### src/rtl/hamming_pkg.sv
// rtl/hamming_pkg.sv - shared Hamming codec constants and parity-width derivation
package hamming_pkg;

    localparam logic MODE_ENC = 1'b0;
    localparam logic MODE_DEC = 1'b1;

    // Smallest r such that 2^r >= data_w + r + 1.
    function automatic int calc_par_w(input int data_w);
        int r;
        r = 0;
        for (int k = 1; k < 31; k++) begin
            if (r == 0 && (1 << k) >= data_w + k + 1) begin
                r = k;
            end
        end
        return r;
    endfunction

endpackage

### src/rtl/hamming_syndrome.sv
// rtl/hamming_syndrome.sv - XOR of position numbers of all set bits in a Hamming codeword
module hamming_syndrome
    import hamming_pkg::*;
#(
    parameter int  DATA_W = 7,
    localparam int PAR_W  = calc_par_w(DATA_W),
    localparam int HAM_W  = DATA_W + PAR_W
) (
    input  logic [HAM_W-1:0] code_i,
    output logic [PAR_W-1:0] syndrome_o
);

    // With parity slots zeroed this yields the parity bits; on a received word it is the syndrome.
    always_comb begin
        syndrome_o = '0;
        for (int p = 1; p <= HAM_W; p++) begin
            if (code_i[p-1]) begin
                syndrome_o = syndrome_o ^ PAR_W'(p);
            end
        end
    end

endmodule

### src/rtl/hamming_stream_codec.sv
// rtl/hamming_stream_codec.sv - two-stage Hamming stream codec; HAMMING_SECDED_EN adds overall parity (SECDED)
module hamming_stream_codec
    import hamming_pkg::*;
#(
    parameter int  DATA_W = 7,
    parameter int  CNT_W  = 16,
    localparam int PAR_W  = calc_par_w(DATA_W),
    localparam int HAM_W  = DATA_W + PAR_W,
`ifdef HAMMING_SECDED_EN
    localparam int CODE_W = HAM_W + 1
`else
    localparam int CODE_W = HAM_W
`endif
) (
    input  logic              clk,
    input  logic              rst,
    input  logic              in_valid,
    output logic              in_ready,
    input  logic              in_mode,
    input  logic [CODE_W-1:0] in_data,
    output logic              out_valid,
    input  logic              out_ready,
    output logic [CODE_W-1:0] out_data,
    output logic [PAR_W-1:0]  out_syndrome,
    output logic              out_err_corr,
    output logic              out_err_uncorr,
    input  logic              cnt_clr,
    output logic [CNT_W-1:0]  corr_cnt,
    output logic [CNT_W-1:0]  uncorr_cnt
);

    logic              s1_valid_q, s1_mode_q;
    logic [HAM_W-1:0]  s1_code_q, s1_code_d, placed;
    logic [PAR_W-1:0]  s1_syn_q, syn_d;
    logic              out_valid_q, out_err_corr_q, out_err_uncorr_q;
    logic [CODE_W-1:0] out_data_q, res_data;
    logic [PAR_W-1:0]  out_syndrome_q, res_syn;
    logic              res_corr, res_uncorr, in_range;
    logic [HAM_W-1:0]  code_fix;
    logic [CNT_W-1:0]  corr_cnt_q, uncorr_cnt_q;
    logic              s1_adv, in_fire, out_fire;
    int                wr_idx, rd_idx;
`ifdef HAMMING_SECDED_EN
    logic              s1_ovp_q, ovp_d;
`endif

    assign s1_adv   = s1_valid_q && (!out_valid_q || out_ready);
    assign in_ready = !s1_valid_q || s1_adv;
    assign in_fire  = in_valid && in_ready;
    assign out_fire = out_valid_q && out_ready;

    // Scatter data bits LSB first into the non-power-of-two positions, parity slots left zero.
    always_comb begin
        placed = '0;
        wr_idx = 0;
        for (int p = 1; p <= HAM_W; p++) begin
            if ((p & (p - 1)) != 0) begin
                placed[p-1] = in_data[wr_idx];
                wr_idx++;
            end
        end
    end

    assign s1_code_d = (in_mode == MODE_ENC) ? placed : in_data[HAM_W-1:0];

    hamming_syndrome #(.DATA_W(DATA_W)) u_syndrome (
        .code_i     (s1_code_d),
        .syndrome_o (syn_d)
    );

`ifdef HAMMING_SECDED_EN
    // Encode: parity of the finished codeword; decode: parity over every received bit.
    assign ovp_d = (in_mode == MODE_ENC) ? (^placed ^ ^syn_d) : ^in_data;
`endif

    // Stage 1: capture accepted word with its syndrome.
    always_ff @(posedge clk or posedge rst) begin
        if (rst) begin
            s1_valid_q <= 1'b0;
            s1_mode_q  <= MODE_ENC;
            s1_code_q  <= '0;
            s1_syn_q   <= '0;
`ifdef HAMMING_SECDED_EN
            s1_ovp_q   <= 1'b0;
`endif
        end else if (in_fire) begin
            s1_valid_q <= 1'b1;
            s1_mode_q  <= in_mode;
            s1_code_q  <= s1_code_d;
            s1_syn_q   <= syn_d;
`ifdef HAMMING_SECDED_EN
            s1_ovp_q   <= ovp_d;
`endif
        end else if (s1_adv) begin
            s1_valid_q <= 1'b0;
        end
    end

    // Stage 2 datapath: insert parity for encode, classify and correct for decode.
    always_comb begin
        res_data   = '0;
        res_syn    = '0;
        res_corr   = 1'b0;
        res_uncorr = 1'b0;
        code_fix   = s1_code_q;
        rd_idx     = 0;
        in_range   = (s1_syn_q != '0) && (32'(s1_syn_q) <= HAM_W);
        if (s1_mode_q == MODE_ENC) begin
            for (int k = 0; k < PAR_W; k++) begin
                code_fix[(1 << k) - 1] = s1_syn_q[k];
            end
            res_data[HAM_W-1:0] = code_fix;
`ifdef HAMMING_SECDED_EN
            res_data[CODE_W-1] = s1_ovp_q;
`endif
        end else begin
            res_syn = s1_syn_q;
`ifdef HAMMING_SECDED_EN
            // Odd overall parity means a single error; even parity with s!=0 means a double error.
            if (s1_ovp_q) begin
                res_corr   = (s1_syn_q == '0) || in_range;
                res_uncorr = !res_corr;
            end else begin
                res_uncorr = (s1_syn_q != '0);
            end
`else
            res_corr   = in_range;
            res_uncorr = (s1_syn_q != '0) && !in_range;
`endif
            for (int p = 1; p <= HAM_W; p++) begin
                if (res_corr && in_range && 32'(s1_syn_q) == p) begin
                    code_fix[p-1] = ~code_fix[p-1];
                end
            end
            for (int p = 1; p <= HAM_W; p++) begin
                if ((p & (p - 1)) != 0) begin
                    res_data[rd_idx] = code_fix[p-1];
                    rd_idx++;
                end
            end
        end
    end

    // Stage 2: output register, only reloaded when stage 1 advances so a stalled word holds.
    always_ff @(posedge clk or posedge rst) begin
        if (rst) begin
            out_valid_q      <= 1'b0;
            out_data_q       <= '0;
            out_syndrome_q   <= '0;
            out_err_corr_q   <= 1'b0;
            out_err_uncorr_q <= 1'b0;
        end else if (s1_adv) begin
            out_valid_q      <= 1'b1;
            out_data_q       <= res_data;
            out_syndrome_q   <= res_syn;
            out_err_corr_q   <= res_corr;
            out_err_uncorr_q <= res_uncorr;
        end else if (out_ready) begin
            out_valid_q      <= 1'b0;
        end
    end

    // Saturating error counters, bumped at the output handshake; clear takes priority.
    always_ff @(posedge clk or posedge rst) begin
        if (rst) begin
            corr_cnt_q   <= '0;
            uncorr_cnt_q <= '0;
        end else if (cnt_clr) begin
            corr_cnt_q   <= '0;
            uncorr_cnt_q <= '0;
        end else if (out_fire) begin
            if (out_err_corr_q && corr_cnt_q != '1) begin
                corr_cnt_q <= corr_cnt_q + CNT_W'(1);
            end
            if (out_err_uncorr_q && uncorr_cnt_q != '1) begin
                uncorr_cnt_q <= uncorr_cnt_q + CNT_W'(1);
            end
        end
    end

    assign out_valid      = out_valid_q;
    assign out_data       = out_data_q;
    assign out_syndrome   = out_syndrome_q;
    assign out_err_corr   = out_err_corr_q;
    assign out_err_uncorr = out_err_uncorr_q;
    assign corr_cnt       = corr_cnt_q;
    assign uncorr_cnt     = uncorr_cnt_q;

endmodule

### config.mk
export PLATFORM = sky130hd
export DESIGN_NAME = hamming_stream_codec
export DESIGN_NICKNAME = d
export VERILOG_FILES = /design/src/rtl/hamming_pkg.sv /design/src/rtl/hamming_syndrome.sv /design/src/rtl/hamming_stream_codec.sv
export SDC_FILE = /design/constraint.sdc
export NUM_CORES = 1
export LEC_CHECK = 0
export ABC_AREA = 1
export CORE_AREA = 2 2 117 119
export CTS_BUF_LIST = sky130_fd_sc_hd__clkbuf_4 sky130_fd_sc_hd__clkbuf_8
export DETAILED_ROUTE_END_ITERATION = 7
export DIE_AREA = 0 0 119 121
export HOLD_SLACK_MARGIN = 0.12
export PLACE_DENSITY = 0.48
export SYNTH_ARGS = -nofsm -noshare
export SYNTH_HDL_FRONTEND = slang
export SYNTH_SLANG_ARGS = --single-unit
### constraint.sdc
create_clock -name clk -period 2.14 [get_ports clk]
set_input_delay 0.321 -clock clk [delete_from_list [all_inputs] [get_ports clk]]
set_output_delay 0.321 -clock clk [all_outputs]
set_load 0.005 [all_outputs]
==> metrics.cfg <==
[final_layout]
layout_commonest_cell=nand2_1
fin_nets=658
mostFrequentLayoutCells=223 x nand2_1, 67 x clkdlybuf4s50_1, 63 x dfrtp_1, 54 x nor2_1, 52 x nand3_1
diodes=0
drive_gt1_share_pct=6.99
area_growth_pct=28.2

[sta]
finClkSkew_ns=0.0134
tightest_slew_ns=0.391
slew_headroom_pct=73.9
hold_violations=0
rsz0062_at_grt=no
final_max_slew_viol_count=0
finalCriticalPeriod_ns=1.82
fin_tns_setup_ns=0
setup_violations=0
timing.fmax_mhz=550
fin_crit_sh_pct=85.0

[placed_design]
place.detailed.hpwl_um=7600
portBuffers=67
gp_congestion=0.864

[power]
p_leak_nw=2.31
power.density_mw_per_mm2=658
ir_drop_v=0.000407
power_mw=3.26

[global_route]
grt_start_max_net_pins=64
grt_pass1_vias=3607
antenna_found_initial=0
track_usage_pct=14.9
grt_pass1_wl_um=17300
grt_overflow=0

[worst_setup_path]
critical-path-top-delay-family=buffers and inverters
cp.required_ns=1.82
worst-r2r-cell-count=9
crit_path_frequent_cell=clkdlybuf4s50_1
crit_type=input pin to output port
cp-startpoint=out_ready
timing.critical_path.to=in_ready
critPathCaptureType=output port
worstPathArrival_ns=1.50
crit_fanout=3
path_depth=4
r2r_setup_slack_ns=0.40
reg2reg_to=corr_cnt[6]
cpMaxStageDelayCell=clkdlybuf4s50_1
reg2reg_from=corr_cnt[0]
cp_num_buf_inv=3
start_kind=input pin
max_stage_delay_ns=0.52
crit_chain=clkdlybuf4s50_1, inv_1, nand3_1, clkdlybuf4s50_1

[cts]
cts_root_buf=clkbuf_8
cts.clk_slew.worst_paths_ns=0.08
cts_buffers=9
cts.sinks=63
cts_hold_buf=0
post_cts_buffers=0
clock_path_buffers=2
clkLatencyLatePin_ns=0.34
cts_repair_resize_count=0
cts_tree=built
htreeDepth=3

[synth]
ys_ff_latch=63
syn-cell-area_mm2=0.00386
syn_avg_cell_area_um2=6.85
netlist_instances=564
ys_seq_area_share_pct=40.8
ys_types=32
yosysWarnings=0
syn-num-nets=583

[floorplan]
initial_utilization_pct=29.5
die_w_um=119
die_h_um=121
io_pins=68
fp.coreArea_mm2=0.0131
placement_rows=42
dieArea_mm2=0.0144

[job]
cap_violations=0

[routing]
vias=3712
antenna_left=0
wl_per_cell_um=12.5
drcViolationCount=0
dr.pass1.iters=4
drt_wl_total_um=10200
viasPerCell=4.53
drtIter0Drc=235

[run_status]
status=completed

[min_path]
hp-class=input pin to asynchronous set/reset pin

## flip-flops by register name, summed over array words and instances (netlist names)
register and cells:
s1_code_q 7, out_syndrome 4, uncorr_cnt 16, out_err_uncorr 1, s1_valid_q 1, corr_cnt 16
out_data 11, out_valid 1, s1_mode_q 1, out_err_corr 1, s1_syn_q 4
## synth_stat cells
| master | number | share of area, % |
|---|---|---|
| a21oi_1 | 8 | 1.0 |
| a31oi_1 | 1 | 0.16 |
| buf_2 | 3 | 0.39 |
| buf_4 | 3 | 0.58 |
| buf_6 | 2 | 0.58 |
| clkbuf_1 | 8 | 0.78 |
| clkinv_1 | 1 | 0.097 |
| dfrtp_1 | 63 | 41 |
| ha_1 | 2 | 0.65 |
| inv_1 | 50 | 4.9 |
| inv_2 | 2 | 0.19 |
| inv_4 | 1 | 0.16 |
| nand2_1 | 223 | 22 |
| nand2_2 | 2 | 0.32 |
| nand2b_1 | 1 | 0.16 |
| nand3_1 | 52 | 6.7 |
| nand3_2 | 2 | 0.52 |
| nand3b_1 | 8 | 1.6 |
| nand4_1 | 14 | 2.3 |
| nor2_1 | 54 | 5.2 |
| nor2_4 | 2 | 0.58 |
| nor3_1 | 4 | 0.52 |
| o211ai_1 | 1 | 0.19 |
| o21a_1 | 1 | 0.19 |
| o21ai_0 | 29 | 3.8 |
| o21ai_2 | 5 | 1.1 |
| o21ai_4 | 1 | 0.42 |
| o21bai_1 | 3 | 0.58 |
| o22ai_1 | 2 | 0.32 |
| o31ai_1 | 2 | 0.39 |
| xnor2_1 | 3 | 0.68 |
| xor2_1 | 11 | 2.5 |
## kinds of logic (layout without fill, tap and decap cells)
| group | Yosys count | after routing | share of synthesized area (%) |
|---|---|---|---|
| and+or+nand+nor | 362 | 362 | 39.6 |
| buffers and inverters | 70 | 150 | 7.64 |
| DFF | 63 | 63 | 40.8 |
| AOI/OAI and AO/OA | 53 | 53 | 8.19 |
| xor gates and xnor gates | 14 | 14 | 3.17 |
| adders and majority gates | 2 | 2 | 0.647 |
## routing by layer
layer / global-route usage [%] / share of wire [%] / wire [µm]
met1: 19.1 / 48 / 4870
met2: 25.3 / 48 / 4890
met3: 3.01 / 3.6 / 364
met4: 4.54 / 1.2 / 122
met5: 0 / 0 / 0
## how the worst min path moves through the flow
| stage | depth (start not counted) | to | start |
|---|---|---|---|
| floorplan | 2 | out_data[4] | out_data[4] |
| global placement | 2 | out_data[2] | out_data[2] |
| detailed placement | 2 | out_data[5] | out_data[5] |
| CTS | 3 | s1_code_q[2] | rst |
| global route | 3 | s1_code_q[2] | rst |
| finish | 3 | s1_code_q[2] | rst |
## power breakdown
| group | total [mW] | leakage [nW] | internal (mW) | switching [mW] |
|---|---|---|---|---|
| registers | 1.49 | 0.829 | 1.35 | 0.138 |
| logic | 0.797 | 1.40 | 0.386 | 0.410 |
| clock network | 0.978 | 0.0866 | 0.432 | 0.545 |
## area by class of cell
| cell class | count | area (µm²) |
|---|---|---|
| Clock buffer | 9 | 124 |
| Clock inverter | 7 | 55.1 |
| Fill cell | 1352 | 8130 |
| Inverter | 54 | 205 |
| Multi-Input combinational cell | 431 | 1990 |
| Sequential cell | 63 | 1580 |
| Tap cell | 176 | 220 |
| Timing Repair Buffer | 80 | 781 |
## tightest hold or removal path, stage by stage
cell,delay [ns]
clkdlybuf4s50_1,0.42
inv_2,0.07
buf_12,0.26
## through the flow
step / instance area (µm²) / cells / utilization (%) / hold slack [ns] / setup WS, ns
3_5_place_dp: 4780 / 804 / 36.5 / 0.475 / 0.280
6_report: 4950 / 820 / 37.9 / 0.338 / 0.321
2_1_floorplan: 3860 / 564 / - / 0.472 / 0.249
3_3_place_gp: 4780 / 804 / 36.5 / 0.470 / 0.307
5_1_grt: 4950 / 820 / 37.9 / 0.389 / 0.171
4_1_cts: 4950 / 820 / 37.9 / 0.367 / 0.316
No activity file was read; power rests on OpenSTA's default activity.
